==> src/rtl/dup_addsub_pipe_pkg.sv <==
// Shared constants for the duplicated add/subtract path:
// op-code encodings, two-rail error codes and err_cause bit positions.
package dc_alu_pkg;

  localparam logic [2:0] OP_ADD  = 3'b001;
  localparam logic [2:0] OP_SUB  = 3'b010;
  localparam logic [2:0] OP_RSUB = 3'b100;

  localparam logic [1:0] TR_OK   = 2'b10;
  localparam logic [1:0] TR_ERR  = 2'b11;
  localparam logic [1:0] TR_NONE = 2'b00;

  localparam int ERR_PAR  = 0;
  localparam int ERR_CODE = 1;
  localparam int ERR_MIS  = 2;

  // Only the three one-hot codes are legal; anything else is a code error.
  function automatic logic op_legal(input logic [2:0] c);
    return (c == OP_ADD) || (c == OP_SUB) || (c == OP_RSUB);
  endfunction

endpackage

==> src/rtl/dup_addsub_pipe_if.sv <==
// Operand/result bus of dup_addsub_pipe: operand beat with parity and
// op code in, duplicated results with two-rail error codes out.
interface dup_addsub_pipe_if #(
  parameter int W = 3
) ();

  logic         in_valid;
  logic         in_ready;
  logic [W-1:0] a;
  logic [W-1:0] b;
  logic         par;
  logic [2:0]   c;

  logic         out_valid;
  logic         out_ready;
  logic [W-1:0] x;
  logic [W-1:0] y;
  logic         xc;
  logic         yc;
  logic [1:0]   xe;
  logic [1:0]   ye;
  logic [2:0]   err_cause;

  // Operand source / result sink side
  modport master (
    output in_valid, a, b, par, c, out_ready,
    input  in_ready, out_valid, x, y, xc, yc, xe, ye, err_cause
  );

  // Arithmetic unit side
  modport slave (
    input  in_valid, a, b, par, c, out_ready,
    output in_ready, out_valid, x, y, xc, yc, xe, ye, err_cause
  );

endinterface

==> src/rtl/dup_addsub_pipe_core.sv <==
// dc_addsub_core: combinational negate-mux-add, one per datapath copy.
// A or B is two's-complement negated depending on the op code, then the
// selected operands are summed with a carry-out.
module dc_addsub_core
  import dc_alu_pkg::*;
#(
  parameter int W = 3
) (
  input  logic [W-1:0] a_i,
  input  logic [W-1:0] b_i,
  input  logic [2:0]   c_i,
  output logic [W-1:0] sum_o,
  output logic         co_o
);

  localparam logic [W-1:0] ONE = {{(W-1){1'b0}}, 1'b1};

  logic [W-1:0] a_sel;
  logic [W-1:0] b_sel;
  logic [W:0]   sum;

  // Operand negation select followed by the W+1 bit add
  always_comb begin
    a_sel = (c_i[0] | c_i[1]) ? a_i : (~a_i + ONE);
    b_sel = (c_i[0] | c_i[2]) ? b_i : (~b_i + ONE);
    sum   = {1'b0, a_sel} + {1'b0, b_sel};
  end

  assign sum_o = sum[W-1:0];
  assign co_o  = sum[W];

endmodule

==> src/rtl/dup_addsub_pipe.sv <==
// dup_addsub_pipe: two-stage elastic add/subtract pipeline with two
// independent datapath copies, parity/op-code/mismatch checking and
// two-rail error outputs. Sticky error status and the saturating error
// counter exist only when STICKY_ERR_EN is defined; otherwise they read 0.
module dup_addsub_pipe
  import dc_alu_pkg::*;
#(
  parameter int W     = 3,
  parameter int CNT_W = 8
) (
  input  logic               clk,
  input  logic               rst_n,
  dup_addsub_pipe_if.slave   bus,
  input  logic [W-1:0]       inj_flip,
  input  logic               err_clr,
  output logic               err_sticky,
  output logic [CNT_W-1:0]   err_cnt
);

  logic         s1_valid_q;
  logic [W-1:0] a_q, b_q;
  logic         par_q;
  logic [2:0]   c_q;

  logic         s2_valid_q;
  logic [W-1:0] x_q, y_q;
  logic         xc_q, yc_q;
  logic [1:0]   xe_q, ye_q;
  logic [2:0]   cause_q;

  logic [W-1:0] cx_sum, cy_sum;
  logic         cx_co, cy_co;
  logic [W-1:0] x_d, y_d;
  logic         xc_d, yc_d;
  logic [2:0]   cause_d;
  logic [1:0]   tr_d;
  logic         beat_err;

  logic s2_ready;
  logic s2_load;
  logic s1_accept;

  // S2 can take a new beat when empty or when its beat leaves this cycle;
  // that is exactly when S1 advances, so in_ready follows from it.
  assign s2_ready     = !s2_valid_q || bus.out_ready;
  assign s2_load      = s2_ready && s1_valid_q;
  assign bus.in_ready = !s1_valid_q || s2_ready;
  assign s1_accept    = bus.in_valid && bus.in_ready;

  // Stage 1: operand, parity and op-code register
  always_ff @(posedge clk or negedge rst_n) begin
    if (!rst_n) begin
      s1_valid_q <= 1'b0;
      a_q        <= '0;
      b_q        <= '0;
      par_q      <= 1'b0;
      c_q        <= '0;
    end else begin
      if (bus.in_ready) s1_valid_q <= bus.in_valid;
      if (s1_accept) begin
        a_q   <= bus.a;
        b_q   <= bus.b;
        par_q <= bus.par;
        c_q   <= bus.c;
      end
    end
  end

  dc_addsub_core #(.W(W)) u_copy_x (
    .a_i   (a_q),
    .b_i   (b_q),
    .c_i   (c_q),
    .sum_o (cx_sum),
    .co_o  (cx_co)
  );

  dc_addsub_core #(.W(W)) u_copy_y (
    .a_i   (a_q),
    .b_i   (b_q),
    .c_i   (c_q),
    .sum_o (cy_sum),
    .co_o  (cy_co)
  );

  // Error detection; an illegal code zeroes both copies so the compare
  // cannot also flag a mismatch from the injected flip.
  always_comb begin
    x_d  = cx_sum;
    xc_d = cx_co;
    y_d  = cy_sum ^ inj_flip;
    yc_d = cy_co;
    cause_d = '0;
    cause_d[ERR_PAR]  = ^{a_q, b_q, par_q};
    cause_d[ERR_CODE] = !op_legal(c_q);
    if (cause_d[ERR_CODE]) begin
      x_d  = '0;
      xc_d = 1'b0;
      y_d  = '0;
      yc_d = 1'b0;
    end
    cause_d[ERR_MIS] = ({x_d, xc_d} != {y_d, yc_d});
    beat_err = |cause_d;
    tr_d     = beat_err ? TR_ERR : TR_OK;
  end

  // Stage 2: both results and error flags, held while stalled
  always_ff @(posedge clk or negedge rst_n) begin
    if (!rst_n) begin
      s2_valid_q <= 1'b0;
      x_q        <= '0;
      y_q        <= '0;
      xc_q       <= 1'b0;
      yc_q       <= 1'b0;
      xe_q       <= TR_NONE;
      ye_q       <= TR_NONE;
      cause_q    <= '0;
    end else begin
      if (s2_ready) s2_valid_q <= s1_valid_q;
      if (s2_load) begin
        x_q     <= x_d;
        y_q     <= y_d;
        xc_q    <= xc_d;
        yc_q    <= yc_d;
        xe_q    <= tr_d;
        ye_q    <= tr_d;
        cause_q <= cause_d;
      end
    end
  end

  assign bus.out_valid = s2_valid_q;
  assign bus.x         = x_q;
  assign bus.y         = y_q;
  assign bus.xc        = xc_q;
  assign bus.yc        = yc_q;
  assign bus.xe        = xe_q;
  assign bus.ye        = ye_q;
  assign bus.err_cause = cause_q;

`ifdef STICKY_ERR_EN
  localparam logic [CNT_W-1:0] CNT_ONE = {{(CNT_W-1){1'b0}}, 1'b1};
  localparam logic [CNT_W-1:0] CNT_MAX = '1;

  logic             sticky_q;
  logic [CNT_W-1:0] cnt_q;

  // Sticky/counter update once per errored beat on its S2 load; a clear
  // coinciding with an errored beat leaves that beat counted.
  always_ff @(posedge clk or negedge rst_n) begin
    if (!rst_n) begin
      sticky_q <= 1'b0;
      cnt_q    <= '0;
    end else if (s2_load && beat_err) begin
      sticky_q <= 1'b1;
      if (err_clr)               cnt_q <= CNT_ONE;
      else if (cnt_q != CNT_MAX) cnt_q <= cnt_q + CNT_ONE;
    end else if (err_clr) begin
      sticky_q <= 1'b0;
      cnt_q    <= '0;
    end
  end

  assign err_sticky = sticky_q;
  assign err_cnt    = cnt_q;
`else
  logic unused_err_clr;
  assign unused_err_clr = err_clr;
  assign err_sticky     = 1'b0;
  assign err_cnt        = '0;
`endif

endmodule

==> src/flat_wrapper.sv <==
// flat-port wrapper written by rule: the top's interface ports become plain ports
module dup_addsub_pipe_flat import dc_alu_pkg::*;
#(
  parameter int W     = 3,
  parameter int CNT_W = 8
)
  (clk, rst_n, inj_flip, err_clr, err_sticky, err_cnt, bus_in_valid, bus_a, bus_b, bus_par, bus_c, bus_out_ready, bus_in_ready, bus_out_valid, bus_x, bus_y, bus_xc, bus_yc, bus_xe, bus_ye, bus_err_cause);
  dup_addsub_pipe_if #(.W(W)) bus_i ();
  input  logic clk;
  input  logic rst_n;
  input  logic [W-1:0] inj_flip;
  input  logic err_clr;
  output logic err_sticky;
  output logic [CNT_W-1:0] err_cnt;
  input wire logic [$bits(bus_i.in_valid)-1:0] bus_in_valid;
  input wire logic [$bits(bus_i.a)-1:0] bus_a;
  input wire logic [$bits(bus_i.b)-1:0] bus_b;
  input wire logic [$bits(bus_i.par)-1:0] bus_par;
  input wire logic [$bits(bus_i.c)-1:0] bus_c;
  input wire logic [$bits(bus_i.out_ready)-1:0] bus_out_ready;
  output wire logic [$bits(bus_i.in_ready)-1:0] bus_in_ready;
  output wire logic [$bits(bus_i.out_valid)-1:0] bus_out_valid;
  output wire logic [$bits(bus_i.x)-1:0] bus_x;
  output wire logic [$bits(bus_i.y)-1:0] bus_y;
  output wire logic [$bits(bus_i.xc)-1:0] bus_xc;
  output wire logic [$bits(bus_i.yc)-1:0] bus_yc;
  output wire logic [$bits(bus_i.xe)-1:0] bus_xe;
  output wire logic [$bits(bus_i.ye)-1:0] bus_ye;
  output wire logic [$bits(bus_i.err_cause)-1:0] bus_err_cause;
  assign bus_i.in_valid = bus_in_valid;
  assign bus_i.a = bus_a;
  assign bus_i.b = bus_b;
  assign bus_i.par = bus_par;
  assign bus_i.c = bus_c;
  assign bus_i.out_ready = bus_out_ready;
  assign bus_in_ready = bus_i.in_ready;
  assign bus_out_valid = bus_i.out_valid;
  assign bus_x = bus_i.x;
  assign bus_y = bus_i.y;
  assign bus_xc = bus_i.xc;
  assign bus_yc = bus_i.yc;
  assign bus_xe = bus_i.xe;
  assign bus_ye = bus_i.ye;
  assign bus_err_cause = bus_i.err_cause;
  dup_addsub_pipe #(.W(W), .CNT_W(CNT_W)) u_core (.clk(clk), .rst_n(rst_n), .bus(bus_i), .inj_flip(inj_flip), .err_clr(err_clr), .err_sticky(err_sticky), .err_cnt(err_cnt));
endmodule
==> config.mk <==
export PLATFORM = sky130hd
export DESIGN_NAME = dup_addsub_pipe_flat
export DESIGN_NICKNAME = d
export VERILOG_FILES = /design/src/rtl/dup_addsub_pipe_pkg.sv /design/src/rtl/dup_addsub_pipe_if.sv /design/src/rtl/dup_addsub_pipe_core.sv /design/src/rtl/dup_addsub_pipe.sv /design/src/flat_wrapper.sv
export SDC_FILE = /design/constraint.sdc
export NUM_CORES = 1
export LEC_CHECK = 0
export CAP_MARGIN = 40
export CORE_MARGIN = 3
export CORE_UTILIZATION = 44
export DETAILED_ROUTE_END_ITERATION = 8
export GPL_TIMING_DRIVEN = 0
export PLACE_DENSITY = 0.78
export SKIP_CTS_REPAIR_TIMING = 1
export SLEW_MARGIN = 25
export SYNTH_ARGS = -nofsm -noshare
export SYNTH_HDL_FRONTEND = slang
export SYNTH_SLANG_ARGS = --single-unit
==> constraint.sdc <==
create_clock -name clk -period 2.1 [get_ports clk]
set_input_delay 0.63 -clock clk [delete_from_list [all_inputs] [get_ports clk]]
set_output_delay 0.63 -clock clk [all_outputs]
set_load 0.005 [all_outputs]
-- After elaboration in Yosys (flattened, before gate mapping)
Cells that the tools add are included.
- word-level logic and storage cells: 40
- output and inout port bits: 26
- register bits after elaboration: 24
- input bits: 18
- mux-type cells: 6
- reductions and logical operators: 11
- bitwise gates (word level): 5
- $add $sub $neg: 3
- equality and inequality tests: 4
- operator list (kind ; count):
    $mux 3 ; 4
    $reduce_xor 7->1 ; 1
    $add 3x1->3 const B ; 2
    $not 3->3 ; 2
    $add 3x3->4 ; 1
    $logic_or 1x1->1 ; 4
    $eq 3x1->1 const B ; 1
    $eq 3x2->1 const B ; 1
    $eq 3x3->1 const B ; 1
    $logic_not 1->1 ; 3
    $ne 3x3->1 ; 1
    $reduce_or 3->1 ; 1
    $xor 3x3->3 ; 1
    $logic_and 1x1->1 ; 2
    $mux 1 ; 2
    $or 1x1->1 ; 2

-- Longest topological paths before layout
Gate-level depths: netlist of run 1.
- word-level depth: 9
- gate-level depth with buffers: 8
- mapped depth without buffers: 8

-- Cells and area by module
Synthesis of run 1 repeated with hierarchy kept, for this count alone.
- cells, all modules: 141
- area total of the unflattened synthesis: 1664.1 um^2
- modules (own cells, without submodules) (module ; cells each ; instances ; sequential area each (um^2) ; area an instance (um^2)):
    dup_addsub_pipe ; 91 ; 1 ; 625.6 ; 1226.2
    dc_addsub_core ; 25 ; 2 ; 0.0 ; 219.0

-- Least setup slack after synthesis of run 1
No wires, ideal clock.
- path kind: register to register
- start: reg u_core.a_q[0]
- end: reg u_core.y_q[2], in the netlist u_core.bus.y[2]
- path buffers: 0
- setup slack: 0.330 ns
- required time: 1.969 ns
- setup time: 0.131 ns
- data arrival time: 1.639 ns
- clock period less this slack: 1.770 ns
- stages on the path, launching flop included: 8
- cell sequence: dfrtp_1 -> inv_1 -> ha_1 -> mux2i_1 -> fa_1 -> xor2_1 -> xor2_1 -> o2bb2ai_1
- cells in the longest elaborated chain, start to end: 6
- ends and longest elaborated chain (element ; line ; RTL):
    start, declared ; dup_addsub_pipe.sv:21 ; logic [W-1:0] a_q, b_q;
    start signal, assigned ; dup_addsub_pipe.sv:61 ; a_q <= bus.a;
    $not 3->3 ; dup_addsub_pipe_core.sv:24 ; a_sel = (c_i[0] | c_i[1]) ? a_i : (~a_i + ONE);
    $add 3x1->3 ; dup_addsub_pipe_core.sv:24 ;
    $mux 3 * ; dup_addsub_pipe_core.sv:24 ;
    $add 3x3->4 * ; dup_addsub_pipe_core.sv:26 ; sum = {1'b0, a_sel} + {1'b0, b_sel};
    $xor 3x3->3 * ; dup_addsub_pipe.sv:90 ; y_d = cy_sum ^ inj_flip;
    $mux 3 * ; dup_addsub_pipe.sv:95 ; if (cause_d[ERR_CODE]) begin
    end signal, assigned ; dup_addsub_pipe.sv:121 ; y_q <= y_d;
    end, declared ; dup_addsub_pipe.sv:26 ; logic [W-1:0] x_q, y_q;
Every way passes the cells marked *; elsewhere a longest branch is shown, timed or not.
A chain may end at the register's enable or synchronous reset.

-- Worst setup path in the final report of run 1
- start: in bus_out_ready
- end: out bus_in_ready
- cells in the longest elaborated chain, start to end: 2
- ends and longest elaborated chain (element ; line ; RTL):
    start, declared ; flat_wrapper.sv:20 ; input wire logic [$bits(bus_i.out_ready)-1:0] bus_out_ready;
    $logic_or 1x1->1 ; dup_addsub_pipe.sv:45 ; assign s2_ready = !s2_valid_q || bus.out_ready;
    $logic_or 1x1->1 ; dup_addsub_pipe.sv:47 ; assign bus.in_ready = !s1_valid_q || s2_ready;
    end, declared ; flat_wrapper.sv:21 ; output wire logic [$bits(bus_i.in_ready)-1:0] bus_in_ready;
No other way between the ends.

==> impl_metrics.tcl, run 1 <==
set metrics [dict create \
    crit_required_ps 1470 \
    dr.first_iter.drc_count 3 \
    synth_area_mm2 0.00128 \
    register_area_um2 601 \
    worst_slew_margin_rel 0.610 \
    clk_pin_slew_ps 120 \
    ys_top_cells_by_area "dfrtp_1 47%, mux2_2 9.7%, buf_4 7.1%" \
    worst_slew_pin_slew_ps 583 \
    criticalPathCategory "input pin to primary output" \
    core_mm2 0.00261 \
    drc_errors 0 \
    max_cap_viol_count 0 \
    vias_per_cell 4.90 \
    yosysSeqAreaShare 0.470 \
    synth_cells 103 \
    worstHoldPathType "flop to flop" \
    drive_gt1_frac 0.209 \
    antenna_cells 0 \
    clock_skew_ps 4.61 \
    fin_crit_ps 2050 \
    numCtsBuffers 3 \
    max-vdd-ir-drop_v 0.000597 \
    cts_tree "done" \
    core.rowCount 18 \
    wirelength_um 2380 \
    fin_crit_sh 0.976 \
    max_stage_delay_ps 400 \
    synth_top_area_share 0.470 \
    post-route-util 0.658 \
    synth_edf_count 0 \
    crit_slowest_cell "clkdlybuf4s50_1" \
    fillers 221 \
    async_flop_share 1.00 \
    power_density_mw_per_mm2 867 \
    grt_pass1_wl_um 3950 \
    die_area_mm2 0.00359 \
    antenna_found_initial 0 \
    finalHoldViolCount 0 \
    outcome "finished clean" \
    rsz0062_at_grt "false" \
    yosysTopAreaCell "dfrtp_1" \
    area_growth_pct 34.6 \
    io_buffer_count 33 \
    clockBufferDepth 2 \
    synth_flop_cell "dfrtp_1" \
    syn_avg_cell_area_um2 12.4 \
    ctsRootBufferMaster "clkbuf_4" \
    synthDistinctLibCells 27 \
    critPathCaptureType "primary output" \
    die_y_um 59.9 \
    nNetsFinal 174 \
    ctsHtreeMaxLevel 1 \
    grt_pass1_vias 910 \
    wire_per_inst_um 13.3 \
    ioPinCount 44 \
    num_vias 872 \
    synth_most_common_cell "dfrtp_1" \
    insertion_delay_ps 310 \
    final.setup.tns_ps 0 \
    multi_input_area_um2 591 \
    final-max-slew-violation-count 0 \
    fmax_mhz 488 \
    synth_common_cells "24 x dfrtp_1, 12 x buf_4, 11 x mux2_2, 8 x inv_1, 8 x o2bb2ai_1" \
    grt_start_max_net_pins 14 \
    dpl.hpwl_um 1970 \
    synth-seq-cells 24 \
    setup_viol 0 \
    firstDrtPassIters 2 \
    clock_sinks 24 \
    start_util 0.489 \
    power.total_mw 1.49 \
    grt.total_usage 0.146 \
    leakagePower_nw 0.777 \
    path_cells "clkdlybuf4s50_1, nand3b_1, dlymetal6s2s_1" \
    path_max_fanout 3 \
    grt_overflow 0 \
    die_w_um 59.9 \
    ant_nets 0 \
    startpoint_type "input pin" \
    ys_warn_count 0 \
    gp_congestion 0.756 \
    cp.arrival_ps 1420 \
]
-- worst max-delay path, delay by kind of cell --
kind          cells  cell delay, ps
simple gates      1             200
buf+inv           2             580
-- power by group --
part	switching, mW	internal, mW
Sequential	0.0869	0.567
Clock	0.133	0.0670
Combinational	0.238	0.400
-- routing by layer --
| metal | global-route usage | part of all wire |
|---|---|---|
| met5 | 0 | 0 |
| met4 | 0.0380 | 0.0034 |
| met3 | 0.0324 | 0.052 |
| met2 | 0.255 | 0.53 |
| met1 | 0.182 | 0.42 |
-- kinds of logic (layout without fill, tap and decap cells) --
group / count (synthesis) / after routing / share of synthesized area
xor gates and xnor gates: 11 / 11 / 0.0921
other: 1 / 9 / 0.00294
and+or+nand+nor: 14 / 14 / 0.0607
DFF: 24 / 24 / 0.470
muxes: 13 / 13 / 0.113
AOI/OAI and AO/OA: 14 / 14 / 0.103
adders and majority gates: 6 / 6 / 0.0646
buffers and inverters: 20 / 57 / 0.0940
-- metrics by stage --
step                      instance area, um2  cells  hold WS [ps]  setup slack, ps
after global placement                  1680    174           471             -293
after global routing                    1720    178           533             11.5
final                                   1720    178           508             50.1
after detailed placement                1690    175           477             -303
after floorplan                         1310    111           334              330
after CTS                               1710    178           511             -313
-- sequential cells by signal (all words and copies together), names as in the netlist --
register / cells
u_core.a_q: 3
u_core.b_q: 3
u_core.bus.err_cause: 3
u_core.bus.out_valid: 1
u_core.bus.x: 3
u_core.bus.xc: 1
u_core.bus.xe: 2
u_core.bus.y: 3
u_core.c_q: 3
u_core.par_q: 1
u_core.s1_valid_q: 1
-- layout make-up --
cell class                 instances  share of cell area
clock buffer                       3              0.0131
sequential                        24               0.349
buffer                            12              0.0524
tap                               30              0.0218
multi-input combinational         67               0.344
timing repair buffer              34               0.202
inverter                           8              0.0175
-- layout by cell type, fill, tap and decap left out, drive strengths merged --
cell type      instances
o2bb2ai                8
o21ai                  1
mux2i                  2
fa                     1
o32a                   1
nand2                  2
o21a                   1
and2                   1
mux2                  11
or3                    1
xor2                   6
inv                    8
xnor3                  1
a21o                   1
dlymetal6s2s           1
o2111ai                1
clkbuf                 3
nor2                   2
nand3b                 1
conb                   9
dfrtp                 24
clkdlybuf4s50         32
nor3                   3
nand2b                 4
a21oi                  1
xnor2                  4
ha                     5
buf                   13
-- path summary, 6_finish.rpt --
path | from | end | slack (ps) | cells after the start
min reg2reg | u_core.bus.y[2] | u_core.bus.y[2] | 510 | 1
max | bus_out_ready | bus_in_ready | 50 | 3
max reg2reg | u_core.a_q[0] | u_core.bus.xc | 160 | 8
max in group asynchronous | rst_n | u_core.bus.out_valid | 940 | 2
min | u_core.bus.y[2] | u_core.bus.y[2] | 510 | 1
min in group asynchronous | rst_n | u_core.bus.x[1] | 680 | 1
No activity file was read; power rests on OpenSTA's default activity.
==> run 2: changes to the inputs <==
--- a/config.mk
+++ b/config.mk
@@ -9,6 +9,7 @@
 export CORE_MARGIN = 3
 export CORE_UTILIZATION = 44
 export DETAILED_ROUTE_END_ITERATION = 8
+export GPL_ROUTABILITY_DRIVEN = 0
 export GPL_TIMING_DRIVEN = 0
 export PLACE_DENSITY = 0.78
 export SKIP_CTS_REPAIR_TIMING = 1
==> results of run 2 <==
Same layout as run 1: the final DEF is identical, and so are final timing and power.
==> run 3: changes to the inputs <==
--- a/config.mk
+++ b/config.mk
@@ -7,11 +7,13 @@
 export LEC_CHECK = 0
 export CAP_MARGIN = 40
 export CORE_MARGIN = 3
-export CORE_UTILIZATION = 44
+export CORE_UTILIZATION = 46
+export CTS_BUF_LIST = sky130_fd_sc_hd__clkbuf_8
+export CTS_CLUSTER_SIZE = 8
 export DETAILED_ROUTE_END_ITERATION = 8
 export GPL_ROUTABILITY_DRIVEN = 0
 export GPL_TIMING_DRIVEN = 0
-export PLACE_DENSITY = 0.78
+export PLACE_DENSITY = 0.81
 export SKIP_CTS_REPAIR_TIMING = 1
 export SLEW_MARGIN = 25
 export SYNTH_ARGS = -nofsm -noshare
==> impl_metrics.tcl, run 3 (synthesized netlist as in run 1, its figures left out) <==
set metrics [dict create \
    grt_overflow 0 \
    wirelength_um 2530 \
    path_max_fanout 3 \
    outcome "finished clean" \
    place_inst 175 \
    fin_area_mm2 0.00175 \
    firstDrtPassIters 3 \
    max-vdd-ir-drop_v 0.000540 \
    grt_start_max_net_pins 15 \
    max_cap_viol_count 0 \
    drc_errors 0 \
    grt_pass1_wl_um 4250 \
    cts_tree "done" \
    final-max-slew-violation-count 0 \
    worst_slew_pin_slew_ps 525 \
    core_mm2 0.00257 \
    antenna_cells 0 \
    ioPinCount 44 \
    layout_setup_ws_ps 59.0 \
    drive_gt1_frac 0.228 \
    nNetsFinal 175 \
    wire_per_inst_um 14.2 \
    wl_met3_um 129 \
    insertion_delay_ps 260 \
    criticalPathCategory "input pin to primary output" \
    worst_slew_margin_rel 0.649 \
    clock_skew_ps 3.72 \
    most-common-layout-cells "32 x clkdlybuf4s50_1, 24 x dfrtp_1, 13 x buf_4, 11 x mux2_2, 9 x conb_1" \
    startpoint_type "input pin" \
    dpl.hpwl_um 2080 \
    r2r_end "u_core.bus.xc" \
    dr.first_iter.drc_count 9 \
    crit_buf_inv 2 \
    final_common_cell "clkdlybuf4s50_1" \
    holdWs_ps 504 \
    antenna_found_initial 0 \
    ctsRootBufferMaster "clkbuf_8" \
    clock_sinks 24 \
    vias_per_cell 4.85 \
    clockBufferDepth 2 \
    place_area_mm2 0.00169 \
    cp.depth 3 \
    grt_pass1_vias 890 \
    numCtsBuffers 3 \
    critPathCaptureType "primary output" \
    start_util 0.498 \
    final_cells 179 \
    num_vias 868 \
    finalHoldViolCount 0 \
    rr_worst_depth 8 \
    io_buffer_count 33 \
    cp.arrival_ps 1410 \
    path_cells "clkdlybuf4s50_1, nand3b_1, clkbuf_2" \
    regToRegSetupSlack_ps 180 \
    worstHoldPathType "flop to flop" \
    max_stage_delay_ps 430 \
    die_w_um 58.7 \
    r2r-start "u_core.a_q[0]" \
    startpoint "bus_out_ready" \
    power_density_mw_per_mm2 909 \
    setup_viol 0 \
    ctsHtreeMaxLevel 1 \
    core.rowCount 18 \
    dp_worst_setup_slack_ps -354 \
    clk_pin_slew_ps 80 \
    fin_crit_sh 0.972 \
    ant_nets 0 \
    crit_required_ps 1470 \
    die_y_um 58.7 \
    crit_slowest_cell "clkdlybuf4s50_1" \
    wl_met2_um 1360 \
    fin_crit_ps 2040 \
    crit_end "bus_in_ready" \
    leakagePower_nw 0.787 \
    met1Wirelength_um 1020 \
    dr.max_layer_used "met4" \
    crit_family "buffers and inverters" \
    grt.total_usage 0.164 \
    die_area_mm2 0.00345 \
    fmax_mhz 490 \
    area_growth_pct 36.7 \
]
## run 3: metal layers
layer  track usage  up-vias
met1         0.208      420
met4        0.0583        0
met2         0.287       23
met5             0        -
met3        0.0197        2
li1              -      423
## run 3: report_power, final
part	switching, mW	internal [mW]	leakage (nW)
Clock	0.141	0.128	0.0216
Sequential	0.0919	0.568	0.283
Combinational	0.252	0.407	0.483
## run 3: worst min path at each step
stage | slack [ps] | start | end | cells after the start
2_1_floorplan | 330 | rst_n | u_core.a_q[0] | 0
5_1_grt | 520 | u_core.bus.x[0] | u_core.bus.x[0] | 1
3_3_place_gp | 480 | u_core.bus.err_cause[2] | u_core.bus.err_cause[2] | 1
4_1_cts | 500 | u_core.bus.x[0] | u_core.bus.x[0] | 1
3_5_place_dp | 480 | u_core.bus.x[0] | u_core.bus.x[0] | 1
6_report | 500 | u_core.bus.x[0] | u_core.bus.x[0] | 1
## run 3: per-stage QoR
step	util	TNS (ps)	total power, mW
after global placement	0.653	-296	1.28
final	0.680	0	1.59
after floorplan	-	0	1.01
after global routing	0.680	-1.21	1.69
after CTS	0.674	-365	1.59
after detailed placement	0.658	-354	1.31
## run 3: cell type report
cell class,instances,area [um2]
Multi-Input combinational cell,67,599
Tap cell,30,37.5
Inverter,8,30.0
Buffer,12,90.1
Sequential cell,24,601
Clock buffer,3,41.3
Timing Repair Buffer,35,348
Fill cell,197,821
==> RTL edit 1, RTL diff (config.mk and constraints of run 2) <==
`W` is set to 3 in 4 places; all go to 5.
--- a/src/rtl/dup_addsub_pipe_if.sv
+++ b/src/rtl/dup_addsub_pipe_if.sv
@@ -1,7 +1,7 @@
 // Operand/result bus of dup_addsub_pipe: operand beat with parity and
 // op code in, duplicated results with two-rail error codes out.
 interface dup_addsub_pipe_if #(
-  parameter int W = 3
+  parameter int W = 5
 ) ();
 
   logic         in_valid;
--- a/src/rtl/dup_addsub_pipe_core.sv
+++ b/src/rtl/dup_addsub_pipe_core.sv
@@ -4,7 +4,7 @@
 module dc_addsub_core
   import dc_alu_pkg::*;
 #(
-  parameter int W = 3
+  parameter int W = 5
 ) (
   input  logic [W-1:0] a_i,
   input  logic [W-1:0] b_i,
--- a/src/rtl/dup_addsub_pipe.sv
+++ b/src/rtl/dup_addsub_pipe.sv
@@ -5,7 +5,7 @@
 module dup_addsub_pipe
   import dc_alu_pkg::*;
 #(
-  parameter int W     = 3,
+  parameter int W     = 5,
   parameter int CNT_W = 8
 ) (
   input  logic               clk,
--- a/src/flat_wrapper.sv
+++ b/src/flat_wrapper.sv
@@ -1,7 +1,7 @@
 // flat-port wrapper written by rule: the top's interface ports become plain ports
 module dup_addsub_pipe_flat import dc_alu_pkg::*;
 #(
-  parameter int W     = 3,
+  parameter int W     = 5,
   parameter int CNT_W = 8
 )
   (clk, rst_n, inj_flip, err_clr, err_sticky, err_cnt, bus_in_valid, bus_a, bus_b, bus_par, bus_c, bus_out_ready, bus_in_ready, bus_out_valid, bus_x, bus_y, bus_xc, bus_yc, bus_xe, bus_ye, bus_err_cause);
Ports: changed (5 resized); port bits go from 44 to 54. No check against the original RTL was run, so the function may have changed too.
==> RTL edit 1 against run 2 <==
The flow now finishes with violations (negative setup slack). First-iteration DRC count grew to 13 times the old value. Synthesized area grew 40%. Critical path depth is 6 higher. Design area grew 53%. Wire length grew 59%. Worst setup slack lost 0.14 ns. Sequential share of layout area down 4.5 points. Sequential cell count increased by 8. Total power is 91% higher. Register-to-register slack lost 0.25 ns. Global-route usage up 0.78 points. Critical path type is now flop to flop. Largest power group is now combinational logic.
==> RTL edit 1: results (changes against run 2) <==
| Metric | Value |
|---|---|
| Outcome | `complete, but fails checks (was finished clean)` |
| Failing checks | `negative setup slack` |
| Multi-input gate share of the layout cell area | `37.62% (was 34.35%)` |
| Detailed Route Iter0 Violations | `40 (was 3)` |
| Distinct cell type count after synthesis | `31 (was 27)` |
| Min setup slack post-route | `-0.08598 ns (was 0.05008 ns)` |
| Dominant cells by area after synthesis | `dfrtp_1, mux2_2, xnor2_1 (was dfrtp_1, mux2_2, buf_4)` |
| Port bufs | `43 (was 33)` |
| Hold Path Class | `primary input to async pin (was flop to flop)` |
| # clk buffers | `6 (was 3)` |
| Routed WL | `3784 um (was 2376 um)` |
| Hold slack | `0.3791 ns (was 0.5084 ns)` |
| P_leak | `1.185 nW (was 0.7771 nW)` |
| Sequential power | `0.889 mW (was 0.654 mW)` |
| H-tree lvl count | `2 (was 1)` |
| Fraction of layout cells with a size suffix above 1 | `33.19% (was 20.95%)` |
| Post-synthesis sequential area ratio | `44.63% (was 47.01%)` |
| DR vias/cell | `4.894 (was 4.899)` |
| Layout Nets | `259 (was 174)` |
| Worst Setup EP | `u_core.bus.y[4]$_DFFE_PN0P_ (was bus_in_ready)` |
| Final setup violation count | `3 (was 0)` |
| Crit path max-delay cell type | `dfrtp_1 (was clkdlybuf4s50_1)` |
| Sequential fraction of total cell area | `30.45% (was 34.93%)` |
| Crit path DAT | `2.37 ns (was 1.42 ns)` |
| Non-clock buffer count | `71 (was 46)` |
| Synth Area in Compound Gates | `12.55% (was 10.28%)` |
| Post-synthesis mux area share | `8.787% (was 11.26%)` |
| First-pass GRT wire length | `6030 um (was 3946 um)` |
| Clk_lat worst skew | `0.29 ns (was 0.31 ns)` |
| Post-Synth XOR/XNOR Area | `12.27% (was 9.207%)` |
## RTL edit 1: cell count changes in the layout (fill, tap and decap cells not counted), moves of 4 or more
cell,change
o21ai_0,+4
o2bb2ai_1,-8
clkdlybuf4s50_1,+9
xnor2_1,+9
buf_4,+13
dfrtp_1,+7
inv_2,+4
clkbuf_8,+5
nand2_1,+6
inv_1,-4
a22o_1,+8
## RTL edit 1: metrics by stage
step	cell area, sq um	instances	setup TNS, ns	power [mW]
2_1_floorplan	1834	163	-0.02808	1.603
3_3_place_gp	2325	254	-4.578	2.004
3_5_place_dp	2320	254	-1.085	2.053
4_1_cts	2427	262	-0.8682	2.635
5_1_grt	2634	274	-0.6224	3.016
6_report	2634	274	-0.2100	2.844
## RTL edit 1: metal layers
metal  track usage (%)  share of wire, %  up-vias
li1                  -                 -      656
met1             20.09                42      620
met2             23.19                48       56
met3             6.763               9.0        9
met4             4.468               1.5        0
met5                 0                 0        -
==> RTL edit 2, RTL diff (config.mk and constraints of run 2) <==
Without the edit above. Add a define of `STICKY_ERR_EN`.
--- a/src/rtl/dup_addsub_pipe.sv
+++ b/src/rtl/dup_addsub_pipe.sv
@@ -2,6 +2,8 @@
 // independent datapath copies, parity/op-code/mismatch checking and
 // two-rail error outputs. Sticky error status and the saturating error
 // counter exist only when STICKY_ERR_EN is defined; otherwise they read 0.
+`define STICKY_ERR_EN
+
 module dup_addsub_pipe
   import dc_alu_pkg::*;
 #(
Function: changed (Yosys sat finds a counterexample within 4 cycles, from zero or initial values and one cycle with rst_n low).
==> RTL edit 2 against run 2 <==
The flow now finishes with violations (negative setup slack). Cell count is 47% higher. Wire length is 55% higher. Clock skew is 0.00083 ns lower. Synthesized area is 31% higher. Sequential power is 31% higher. Total power is 54% higher. Worst setup slack worse by 0.081 ns. Design area is 40% higher. Sequential cell count is 9 higher. Largest cell class is now multi-input combinational cells.
==> RTL edit 2: results (changes against run 2) <==
| Metric | Value |
|---|---|
| Reg power frac | `37.2% (was 43.9%)` |
| Total GRT Usage | `17.61% (was 14.63%)` |
| VDD IR max | `0.5345 mV (was 0.5970 mV)` |
| Met2 Usage GRT | `29.40% (was 25.46%)` |
| H-tree lvl count | `2 (was 1)` |
| Routed WL | `3691 um (was 2376 um)` |
| Worst r2r src | `u_core.a_q[1]$_DFFE_PN0P_ (was u_core.a_q[0]$_DFFE_PN0P_)` |
| HPWL after detailed placement | `2676 um (was 1965 um)` |
| WL met1 | `1487 um (was 991 um)` |
| Largest net degree at the start of global routing | `34 (was 14)` |
| Reg clk slew, reported paths | `0.06 ns (was 0.12 ns)` |
| Post-Synth XOR/XNOR Area | `7.196% (was 9.207%)` |
| Vias in the first global route | `1294 (was 910)` |
| Top cell types by occurrence after synthesis | `dfrtp_1, nand2_1, o21ai_0 (was dfrtp_1, buf_4, mux2_2)` |
| Placed cell count | `245 (was 175)` |
| M1 GR Usage | `20.53% (was 18.21%)` |
| Grt met3 use | `4.493% (was 3.240%)` |
| WL met3 | `226 um (was 123 um)` |
| Hold Path Class | `primary input to async pin (was flop to flop)` |
| Synth Area in Adders | `5.697% (was 6.464%)` |
| Failing checks | `negative setup slack` |
| DR vias/cell | `5.176 (was 4.899)` |
| Crit-path max cell delay | `0.47 ns (was 0.40 ns)` |
| Hold slack | `0.3960 ns (was 0.5084 ns)` |
| Setup_tns | `-0.05355 ns (was 0 ns)` |
| CTS Root Cell | `clkbuf_8 (was clkbuf_4)` |
| DRT Pass-1 Iters | `4 (was 2)` |
| Dominant cells by area after synthesis | `dfrtp_1, mux2_2, nand2_1 (was dfrtp_1, mux2_2, buf_4)` |
| Syn avg cell area | `10.63 sq um (was 12.40 sq um)` |
| Detailed Route Iter0 Violations | `57 (was 3)` |
| Synth Area in Compound Gates | `11.77% (was 10.28%)` |
| Reg-to-reg endpoint | `u_core.err_cnt[3]$_DFFE_PN0P_ (was u_core.bus.xc$_DFFE_PN0P_)` |
| Min setup slack post-route | `-0.03086 ns (was 0.05008 ns)` |
| Layout Nets | `240 (was 174)` |
| P_leak | `1.070 nW (was 0.7771 nW)` |
| Worst-Margin Slew | `0.7229 ns (was 0.5830 ns)` |
| First-pass GRT wire length | `5789 um (was 3946 um)` |
| Outcome | `complete, but fails checks (was finished clean)` |
| Crit path DAT | `2.35 ns (was 1.42 ns)` |
| Area after DPL | `2142 sq um (was 1690 sq um)` |
| Starting Density | `47.76% (was 48.90%)` |
| Layout Skew | `0.003788 ns (was 0.004614 ns)` |
| Final setup violation count | `2 (was 0)` |
| Fraction of layout cells with a size suffix above 1 | `22.69% (was 20.95%)` |
| DR WL met2 | `1871 um (was 1254 um)` |
| P_clk | `0.611 mW (was 0.200 mW)` |
## RTL edit 2: changes by cell type after synthesis, moves of 2 or more
cell | run 2 | this run
nand3_1 | 0 | 3
xnor2_1 | 4 | 7
or3_2 | 0 | 2
o2bb2ai_1 | 8 | 0
dfrtp_1 | 24 | 33
o31ai_1 | 0 | 6
buf_4 | 12 | 4
o21ai_0 | 0 | 12
nand2_1 | 1 | 27
nor2_1 | 2 | 5
a21oi_1 | 1 | 6
inv_1 | 8 | 6
## RTL edit 2: how the worst max path moves through the flow
stage	startpoint	endpoint	slack, ns	cells after the start
6_report	bus_out_ready	u_core.err_cnt[3]$_DFFE_PN0P_	-0.03	8
5_1_grt	inj_flip[0]	u_core.err_cnt[3]$_DFFE_PN0P_	-0.08	7
4_1_cts	bus_out_ready	bus_in_ready	-0.29	3
3_5_place_dp	inj_flip[0]	u_core.err_cnt[2]$_DFFE_PN0P_	-0.44	6
3_3_place_gp	inj_flip[0]	u_core.err_cnt[0]$_DFFE_PN0P_	-0.39	6
2_1_floorplan	u_core.a_q[0]$_DFFE_PN0P_	u_core.err_cnt[0]$_DFFE_PN0P_	0.15	7
## RTL edit 2: layout make-up
cell class / instances / area (sq um) / share of cell area, %
inverter: 6 / 22.52 / 0.9365
clock buffer: 7 / 86.33 / 3.590
clock inverter: 1 / 30.03 / 1.249
buffer: 6 / 45.04 / 1.873
sequential: 33 / 825.8 / 34.34
tap: 46 / 57.56 / 2.393
timing repair buffer: 51 / 490.5 / 20.40
multi-input combinational: 112 / 847.1 / 35.22
## RTL edit 2: cell families (layout without fill, tap and decap cells)
logic type                 count (synthesis)  count (layout)
buffers and inverters                     12              71
adders and majority gates                  7               7
muxes                                     11              11
AOI/OAI and AO/OA                         30              30
xor gates and xnor gates                  12              12
and+or+nand+nor                           52              52
DFF                                       33              33
